### config.mk
export PLATFORM = sky130hd
export DESIGN_NAME = affine_controller_nd
export DESIGN_NICKNAME = d
export VERILOG_FILES = /design/src/rtl/affine_controller_nd.sv
export SDC_FILE = /design/constraint.sdc
export NUM_CORES = 1
export LEC_CHECK = 0
export ABC_CLOCK_PERIOD_IN_PS = 7100
export CAP_MARGIN = 40
export CORE_UTILIZATION = 40
export CTS_CLUSTER_DIAMETER = 80
export DETAILED_ROUTE_END_ITERATION = 6
export DONT_BUFFER_PORTS = 1
export SYNTH_ARGS = -nofsm -noshare
export SYNTH_HDL_FRONTEND = slang
export SYNTH_SLANG_ARGS = --single-unit
### constraint.sdc
create_clock -name clk -period 7.1 [get_ports clk]
set_clock_uncertainty 0.05 [all_clocks]
set_input_delay 1.065 -clock clk [delete_from_list [all_inputs] [get_ports clk]]
set_output_delay 1.065 -clock clk [all_outputs]
set_load 0.02 [all_outputs]
### src/rtl/affine_controller_nd.sv
// affine_controller_nd: N-dimensional affine schedule controller issuing loop indices at their scheduled cycles
module affine_controller_nd #(
  parameter int NDIM = 3,
  parameter int W = 16,
  parameter int TW = 32,
  parameter logic [TW-1:0] START = '0,
  parameter logic [NDIM*W-1:0] EXTENT = {16'd64, 16'd64, 16'd64},
  parameter logic [NDIM*TW-1:0] STRIDE = {32'd4096, 32'd64, 32'd1},
  parameter bit REPEAT = 1'b0,
  parameter logic [TW-1:0] PERIOD = TW'(262144)
) (
  input  logic                clk,
  input  logic                rst_n,
  input  logic                flush,
  input  logic                en,
  output logic [NDIM*W-1:0]   d,
  output logic                valid,
  output logic                done
);
  typedef enum logic [1:0] {S_DELAY, S_RUN, S_DONE} state_t;
  function automatic logic [W-1:0] ext_of(int i);
    return EXTENT[(NDIM-1-i)*W +: W];
  endfunction
  function automatic logic [TW-1:0] stride_of(int i);
    return STRIDE[(NDIM-1-i)*TW +: TW];
  endfunction
  // offset contributed by dimensions j..NDIM-1 when each sits at its last index
  function automatic logic [TW-1:0] tail_of(int j);
    logic [TW-1:0] s;
    s = '0;
    for (int i = j; i < NDIM; i++) s = s + (TW'(ext_of(i)) - 1'b1) * stride_of(i);
    return s;
  endfunction
  localparam logic [TW-1:0] LAST = tail_of(0);
  localparam logic [TW-1:0] WRAP_GAP = PERIOD - LAST;
  localparam state_t S_INIT = (START == '0) ? S_RUN : S_DELAY;
  if (NDIM < 1 || NDIM > 4) begin : g_bad_ndim
    $error("affine_controller_nd: NDIM must be 1..4");
  end
  for (genvar g = 0; g < NDIM; g++) begin : g_chk
    if (ext_of(g) == '0) begin : g_bad_ext
      $error("affine_controller_nd: EXTENT must be >= 1");
    end
    if (g < NDIM - 1) begin : g_ord
      if (longint'(stride_of(g)) < longint'(ext_of(g + 1)) * longint'(stride_of(g + 1))) begin : g_bad_stride
        $error("affine_controller_nd: STRIDE[i] must cover EXTENT[i+1]*STRIDE[i+1]");
      end
    end
  end
  if (REPEAT && PERIOD <= LAST) begin : g_bad_period
    $error("affine_controller_nd: PERIOD must exceed the last-point offset");
  end
  state_t             r_state;
  logic [TW-1:0]      r_wait;
  logic [NDIM*W-1:0]  r_pt;
  logic [NDIM*W-1:0]  r_d;
  logic               r_done;
  logic [NDIM*W-1:0]  w_nxt;
  logic [TW-1:0]      w_gap;
  logic               w_last;
  logic               w_pend;
  logic               w_act;
  // lexicographic successor of the pending point and the cycle gap to it; w_last marks the final point
  always_comb begin
    w_nxt = r_pt;
    w_gap = WRAP_GAP;
    w_last = 1'b1;
    for (int i = NDIM - 1; i >= 0; i--) begin
      if (w_last) begin
        if (r_pt[(NDIM-1-i)*W +: W] == ext_of(i) - 1'b1) w_nxt[(NDIM-1-i)*W +: W] = '0;
        else begin
          w_nxt[(NDIM-1-i)*W +: W] = r_pt[(NDIM-1-i)*W +: W] + 1'b1;
          w_gap = stride_of(i) - tail_of(i + 1);
          w_last = 1'b0;
        end
      end
    end
  end
  assign w_pend = (r_state != S_DONE) && (r_wait == '0);
  assign w_act = en && !flush && rst_n;
  assign valid = w_act && w_pend;
  assign d = valid ? r_pt : r_d;
  assign done = REPEAT ? (w_act && r_done) : r_done;
  // countdown to the pending point; on issue, latch it and load the gap to its successor
  always_ff @(posedge clk or negedge rst_n) begin
    if (!rst_n) begin
      r_state <= S_INIT;
      r_wait <= START;
      r_pt <= '0;
      r_d <= '0;
      r_done <= 1'b0;
    end else if (flush) begin
      r_state <= S_INIT;
      r_wait <= START;
      r_pt <= '0;
      r_d <= '0;
      r_done <= 1'b0;
    end else if (en) begin
      if (w_pend) begin
        r_d <= r_pt;
        r_pt <= w_nxt;
        r_wait <= w_gap - 1'b1;
        r_state <= (!REPEAT && w_last) ? S_DONE : S_RUN;
      end else if (r_state != S_DONE) r_wait <= r_wait - 1'b1;
      r_done <= REPEAT ? (w_pend && w_last) : (r_done || (w_pend && w_last));
    end
  end
endmodule

=== Word-level counts from Yosys, hierarchy flattened ===
Index checks and enable logic that the tools add are counted.
W data, S select, Z words.

* Add/subtract/negate cells: 4
* Equal/unequal tests: 4
* Muxes and demuxes: 27
* Reduce and logical (&&, ||, !) cells: 17

{| class="wikitable"
|+ Operators by type and width
! cell !! number
|-
| $mux W48 || 7
|-
| $mux W32 || 4
|-
| $mux W16 || 5
|-
| $add A16 B1 Y16 const B || 3
|-
| $eq A16 B6 Y1 const B || 3
|-
| $logic_not A32 Y1 || 1
|-
| $sub A32 B1 Y32 const B || 1
|-
| $mux W2 || 4
|-
| $reduce_bool A2 Y1 || 4
|-
| $mux W1 || 7
|-
| $reduce_and A3 Y1 || 2
|-
| $logic_and A1 B1 Y1 || 5
|-
| $reduce_and A2 Y1 || 2
|-
| $reduce_bool A3 Y1 || 1
|-
| $ne A2 B2 Y1 const B || 1
|-
| $logic_not A1 Y1 || 1
|-
| $logic_or A1 B1 Y1 || 1
|}

* Register bits: 131
* Input bits: 4
* Output and inout port bits: 50
* Logic and storage cells: 59

=== Logic depth before layout (Yosys ltp) ===
Gate-level depths: netlist of the first run.

* Depth in word-level cells: 8
* Mapped depth: 12
* Depth with buffers taken out: 8

=== Worst setup path after synthesis of the first run ===
OpenSTA, ideal clock, no wires.

* Path type: input to output
* From: input port en
* To: output port d[11]
* Data arrival time: 2.473 ns
* Data required time: 5.985 ns
* Slack: 3.512 ns
* Stages on the path: 7
* Buffers on the path: 2
* Cell sequence: inv_1 > nor2_1 > and4_1 > buf_4 > nand3_1 > clkbuf_1 > o21ai_0

* Cells in the longest elaborated chain, start to end: 4

{| class="wikitable"
|+ RTL lines
! what !! line !! text
|-
| start: declaration || 15 || <nowiki>input logic en,</nowiki>
|-
| $logic_and A1 B1 Y1 (2 in a row) || 80 || <nowiki>assign w_act = en && !flush && rst_n;</nowiki>
|-
| $logic_and A1 B1 Y1 || 81 || <nowiki>assign valid = w_act && w_pend;</nowiki>
|-
| $mux W48 || 82 || <nowiki>assign d = valid ? r_pt : r_d;</nowiki>
|-
| end: declaration || 16 || <nowiki>output logic [NDIM*W-1:0] d,</nowiki>
|}

No other way between the ends.

=== Final worst setup path of the first run ===
* From: register r_wait[0]
* To: output port d[11]

* Cells in the longest elaborated chain, start to end: 4

{| class="wikitable"
|+ RTL lines
! what !! line !! text
|-
| start: declaration || 54 || <nowiki>logic [TW-1:0] r_wait;</nowiki>
|-
| start signal: assignment || 102 || <nowiki>r_wait <= w_gap - 1'b1;</nowiki>
|-
| start signal: assignment || 104 || <nowiki>end else if (r_state != S_DONE) r_wait <= r_wait - 1'b1;</nowiki>
|-
| $logic_not A32 Y1 || 79 || <nowiki>assign w_pend = (r_state != S_DONE) && (r_wait == '0);</nowiki>
|-
| $logic_and A1 B1 Y1 || 79 ||
|-
| $logic_and A1 B1 Y1 || 81 ||
|-
| $mux W48 || 82 ||
|}

No other way between the ends.

==> reports/summary.txt, run 1 <==
Status: finished, final reports clean
Crit path max-delay family: simple AND/OR/NAND/NOR gates
Clock buffer depth: 2
Global-route wire length before repair: 29300 um
R2R setup slack: 3.52 ns
Crit path from: r_wait[0]
Multi-input gate area: 0.00347 mm2
CP Buf/Inv Count: 1
PwrDens: 316 mW/mm2
CP required: 5.98 ns
CTS Sinks: 131
Largest net degree at the start of global routing: 134
WL final: 17100 um
H-tree levels: 4
RR Startpoint: r_wait[0]
Largest cells by area after synthesis: dfrtp_1 (46%), nand2_1 (14%), a21oi_1 (5.4%)
Post_cts resized: 0
Maximum VDD drop: 0.227 mV
Core area: 0.0172 mm2
DR iter-0 viols: 401
Cell leakage power: 0.00332 uW
GPL Wtd Cong: 0.797
# fillers: 1761
Register area: 0.00328 mm2
FMAX: 219 MHz
Top-area cell type share of the netlist area: 0.465
Cell breakdown of the critical path: inv_1, ha_1, nor3b_1, and4_1, and4_2, nand3_2, o21ai_0
Root buffer cell: clkbuf_16
Std-Cell Rows: 48
Mapped Nets: 886
Io pins: 54
DP HPWL: 10600 um
Synthesized flop and latch total: 131
Final Slew Violations: 0
WL per Instance: 15.7 um
Die area: 0.0180 mm2
Final worst setup slack: 2.54 ns
Pre-Repair DR Iteration Count: 5
CP endpoint kind: output pin
Layout cells sized above 1: 0.0568
Cells after Synth: 878
CP arrival: 3.44 ns
Setup TNS: 0 ns
RSZ-0062 raised after global routing: false
CTS tree: done
Async SR Flop Fraction: 1.00
CTS Buf Count: 17
Die H: 134 um
Worst-margin pin slew: 0.885 ns
Die width: 134 um
Crit path kind: flip-flop to output pin
Clock Latency Late Sink: 0.43 ns
CTS Hold Buffers Added: 0
Ant diodes: 0
Number of global-route vias before repair: 5598
Final Hold Fails: 0
Nets@finish: 857
Antenna violations before repair: 0
Critical Path Fanout Max: 32
Final instance area: 0.00775 mm2
Remaining DRCs: 0
Commonest cells in the netlist: nand2_1 (270), dfrtp_1 (130), a21oi_1 (75)
Crit path time final: 4.56 ns
HP Class: input port to async pin
Synth Area per Inst: 7.97 um2
Setup violators final: 0
Area after DPL: 0.00715 mm2
Crit path max-delay cell type: o21ai_0
Worst slew margin: 0.406
Yosys cell types: 45
Post-DR vias/cell: 5.41
Final ANT Viol Nets: 0
Warnings from Yosys: 0
Post-CTS Setup Bufs: 0
Final period utilization: 0.642
Post-Syn Area: 0.00700 mm2
Pre-CTS setup slack: 2.90 ns
I/O Buffers: 0
Yosys top cell by area: dfrtp_1
Initial core utilization: 0.408
Most frequent cell after synthesis: nand2_1
DR vias: 5878
Startpoint Class: flip-flop
Register area share after synthesis: 0.468
Worst-path clk slew: 0.06 ns
Remaining global-route overflow: 0
Ys flop type: dfrtp_1
Post-synth EDFFs: 0
Area growth syn-to-layout: 10.7%
CP max stage delay: 0.83 ns
Max_cap viols: 0
GRT Overall Usage: 0.204
==> layout by cell type (no fill, tap or decap), types with 3 or more instances in the layout <==
cell       instances
a21oi_1           75
nand2_1          270
nand2b_1           7
xor2_1            21
ha_1               4
o31ai_1           12
nor4_1            12
clkbuf_16         17
o21ai_1            3
xnor2_1           18
nor3_1            26
nand3_1           29
nor2_1            73
and4_1             5
nand4b_1           4
dfrtp_1          130
and2_1             4
and3_1             5
nor2b_1            7
clkinv_2           3
nor3b_1            4
or3_1             16
clkbuf_8           5
nand4_1           22
or4_1             10
o21ai_0           31
a31oi_1            5
buf_4              3
inv_1              7
==> path summary, 6_finish.rpt <==
path	endpoint	depth (start not counted)
setup / recovery	d[11]	7
hold / removal	r_wait[4]	0
setup reg to reg	r_pt[40]	9
hold reg to reg	r_d[30]	2
max in group asynchronous	r_d[23]	0
min in group clk	r_d[30]	2
==> worst register-to-register path: stages (launching register included) <==
cell and delay (ns):
dfrtp_1 0.41, inv_1 0.07, ha_1 0.17, nor3b_1 0.28, and4_1 0.36, and4_2 0.28
buf_4 0.62, nand3_2 0.51, or4_1 0.60, a21oi_1 0.15
==> metal layers <==
metal | track usage | routed length (um)
met5 | 0 | 0
met4 | 0.0618 | 252
met3 | 0.0476 | 654
met2 | 0.316 | 7850
met1 | 0.283 | 8350
==> metrics by stage <==
step,instances,power (uW),hold slack [ns],utilization
final,1087,2450,0.284,0.451
after global routing,1087,2600,0.259,0.451
after CTS,1087,2480,0.268,0.451
after detailed placement,1055,1580,0.456,0.416
after global placement,1051,1560,0.451,0.412
after floorplan,878,1430,0.439,-
==> power by group <==
part / switching (uW) / internal (uW) / total, uW
logic: 430 / 243 / 673
registers: 76.7 / 815 / 891
clock network: 327 / 562 / 888
total: 833 / 1620 / 2450
==> area by class of cell <==
| class | instances | area share |
|---|---|---|
| multi-input combinational | 685 | 0.447 |
| clock inverter | 8 | 0.0128 |
| timing repair buffer | 7 | 0.0124 |
| tap | 225 | 0.0363 |
| inverter | 7 | 0.00339 |
| clock buffer | 24 | 0.0647 |
| sequential | 131 | 0.423 |
==> state kept, by name, summed over array words and instances, names as in the netlist <==
name,flops
r_d,48
r_pt,48
r_wait,32
r_state,2
done,1
==> logic make-up after synthesis <==
group | after synthesis | share of synthesized area
simple gates | 509 | 0.335
compound gates | 131 | 0.100
flops | 131 | 0.468
buf+inv | 62 | 0.0377
xor+xnor | 39 | 0.0488
fa+ha+maj | 4 | 0.00715
mux | 2 | 0.00286
Power figures use the tool's default switching activity.
==> inputs of run 2 (changes only) <==
--- a/config.mk
+++ b/config.mk
@@ -5,7 +5,7 @@
 export SDC_FILE = /design/constraint.sdc
 export NUM_CORES = 1
 export LEC_CHECK = 0
-export ABC_CLOCK_PERIOD_IN_PS = 7100
+export ABC_CLOCK_PERIOD_IN_PS = 3690
 export CAP_MARGIN = 40
 export CORE_UTILIZATION = 40
 export CTS_CLUSTER_DIAMETER = 80
==> constraint.sdc (replaced) <==
create_clock -name clk -period 3.69 [get_ports clk]
set_clock_uncertainty 0.05 [all_clocks]
set_input_delay 0.5535 -clock clk [delete_from_list [all_inputs] [get_ports clk]]
set_output_delay 0.5535 -clock clk [all_outputs]
set_load 0.02 [all_outputs]
==> run 2 against run 1 <==
Final cell count up 0.83%; non-clock buffer count up 9; critical path depth unchanged; first-iteration DRC count down 1.7%; flip-flop and latch count unchanged; combinational power up 100%; critical endpoint is now d[28]; via count up 0.82%; highest routed layer unchanged; register-to-register slack worse by 3.0 ns; hold slack worse by 0.23 ns; core utilization up 0.90 points.
==> reports/summary.txt, run 2 (synthesis results as in run 1) <==
Status: finished, final reports clean (unchanged)
WL per Instance: 15.7 um (about the same)
Die width: 134 um (unchanged)
Remaining global-route overflow: 0 (unchanged)
RR Startpoint: r_wait[4] (was r_wait[0])
Std-Cell Rows: 48 (unchanged)
R2R cell count: 7 (was 9)
Root buffer cell: clkbuf_16 (unchanged)
Pre-Repair DR Iteration Count: 4 (was 5)
R2R setup slack: 0.53 ns (was 3.52 ns)
Nets@finish: 866 (was 857)
DR vias: 5926 (was 5878)
Global-route wire length before repair: 28900 um (was 29300 um)
Comb pwr share: 0.272 (was 0.274)
WL final: 17200 um (was 17100 um)
CTS Sinks: 131 (unchanged)
Final Slew Violations: 0 (unchanged)
Ant diodes: 0 (unchanged)
Core area: 0.0172 mm2 (unchanged)
Most common cell after layout, fill and taps aside: nand2_1 (unchanged)
Largest net degree at the start of global routing: 132 (was 134)
Final Hold Fails: 0 (unchanged)
Biggest regs: r_d x48, r_pt x48, r_wait x32 (unchanged)
Cell leakage power: 0.00340 uW (was 0.00332 uW)
Area growth syn-to-layout: 12.9% (was 10.7%)
Register area: 0.00328 mm2 (unchanged)
Crit path kind: flip-flop to output pin (unchanged)
DP HPWL: 10700 um (was 10600 um)
Final ANT Viol Nets: 0 (unchanged)
Internal Power: 3350 uW (was 1620 uW)
Net Sw Frac: 0.333 (was 0.340)
CTS Buf Count: 17 (unchanged)
Pre-CTS setup slack: 0.483 ns (was 2.90 ns)
Number of global-route vias before repair: 5579 (was 5598)
Critical Path Fanout Max: 17 (was 32)
Worst-margin pin slew: 0.910 ns (was 0.885 ns)
Clock Latency Late Sink: 0.43 ns (about the same)
Multi-input gate area: 0.00348 mm2 (was 0.00347 mm2)
Net Sw Power: 1680 uW (was 833 uW)
Reg2Reg Capture Point: r_pt[40] (unchanged)
CP required: 3.09 ns (was 5.98 ns)
Io pins: 54 (unchanged)
CTS tree: done (unchanged)
Initial core utilization: 0.408 (unchanged)
HP Class: input port to async pin (unchanged)
RSZ-0062 raised after global routing: false (unchanged)
Setup violators final: 0 (unchanged)
Setup TNS: 0 ns (unchanged)
Die H: 134 um (unchanged)
PwrDens: 636 mW/mm2 (was 316 mW/mm2)
Die area: 0.0180 mm2 (unchanged)
I/O Buffers: 0 (unchanged)
Post-DR vias/cell: 5.41 (about the same)
FMAX: 294 MHz
Crit path time final: 3.40 ns
Worst slew margin: 0.388 (was 0.406)
Post-CTS Setup Bufs: 0 (unchanged)
Max_cap viols: 0 (unchanged)
Clock power frac: 0.386 (was 0.362)
Maximum VDD drop: 0.358 mV (was 0.227 mV)
GRT Overall Usage: 0.202 (was 0.204)
CP endpoint kind: output pin (unchanged)
H-tree levels: 4 (unchanged)
Commonest cells after routing, fill and taps aside: nand2_1 (270), dfrtp_1 (130), a21oi_1 (75), nor2_1 (73), o21ai_0 (31) (unchanged)
Final period utilization: 0.922
Layout cells sized above 1: 0.0712 (was 0.0568)
Remaining DRCs: 0 (unchanged)
Clock buffer depth: 2 (unchanged)
DR iter-0 viols: 394 (was 401)
Startpoint Class: flip-flop (unchanged)
GPL Wtd Cong: 0.773 (was 0.797)
Worst-path clk slew: 0.06 ns (about the same)
Final worst setup slack: 0.287 ns (was 2.54 ns)
Antenna violations before repair: 0 (unchanged)
Register share of total power: 0.342 (was 0.363)
CP arrival: 2.80 ns (was 3.44 ns)
# fillers: 1715 (was 1761)
## run 2: power groups by stage
stage               registers (uW)  clock network (uW)  logic, uW
floorplan                     1710                   0       1050
global placement              1730                   0       1310
detailed placement            1740                   0       1320
CTS                           1710                1980       1360
global route                  1740                2030       1540
finish                        1720                1940       1370
## run 2: final cells by class
class,count,share of cell area
multi-input combinational,685,0.440
sequential,131,0.415
clock buffer,19,0.0560
tap,225,0.0356
clock inverter,13,0.0291
timing repair buffer,16,0.0209
inverter,7,0.00332
## run 2: worst max path at each step
stage | from | end | slack, ns | cells after the start
floorplan | r_wait[0] | d[11] | 0.73 | 10
global placement | r_wait[0] | r_pt[40] | 0.53 | 9
detailed placement | r_wait[0] | r_pt[40] | 0.48 | 9
CTS | r_wait[21] | d[28] | 0.14 | 7
global route | r_wait[0] | d[47] | 0.07 | 9
finish | r_wait[4] | d[28] | 0.29 | 7
## run 2: per-layer routing
layer	track usage	up-vias	wire length, um
li1	-	2945	-
met1	0.278	2859	8200
met2	0.316	106	8030
met3	0.0446	16	730
met4	0.0637	0	218
met5	0	-	0
## run 2: stage by stage
stage	instance area [um2]	power (uW)	hold slack (ns)	std cells	utilization
2_1_floorplan	7000	2750	0.208	878	-
3_3_place_gp	7190	3040	0.217	1063	0.419
3_5_place_dp	7190	3060	0.217	1063	0.419
4_1_cts	7890	5050	0.0933	1096	0.459
5_1_grt	7900	5320	0.101	1096	0.460
6_report	7900	5030	0.0540	1096	0.460
## run 2: repair_timing
item | 4_1_cts | 5_1_grt
endpoints found under the setup margin | 0 | 39
hold buffers | 1 | 0
resized for setup | 0 | 3
endpoints found under the hold margin | 131 | 0
## run 2: worst max-delay path: stages, from the launching register on
cell and delay [ns]:
dfrtp_1 0.43, nor4_4 0.40, and4_1 0.37, and4_2 0.28, nand3_2 0.28, buf_4 0.34, nand2_1 0.10, nand2_1 0.16
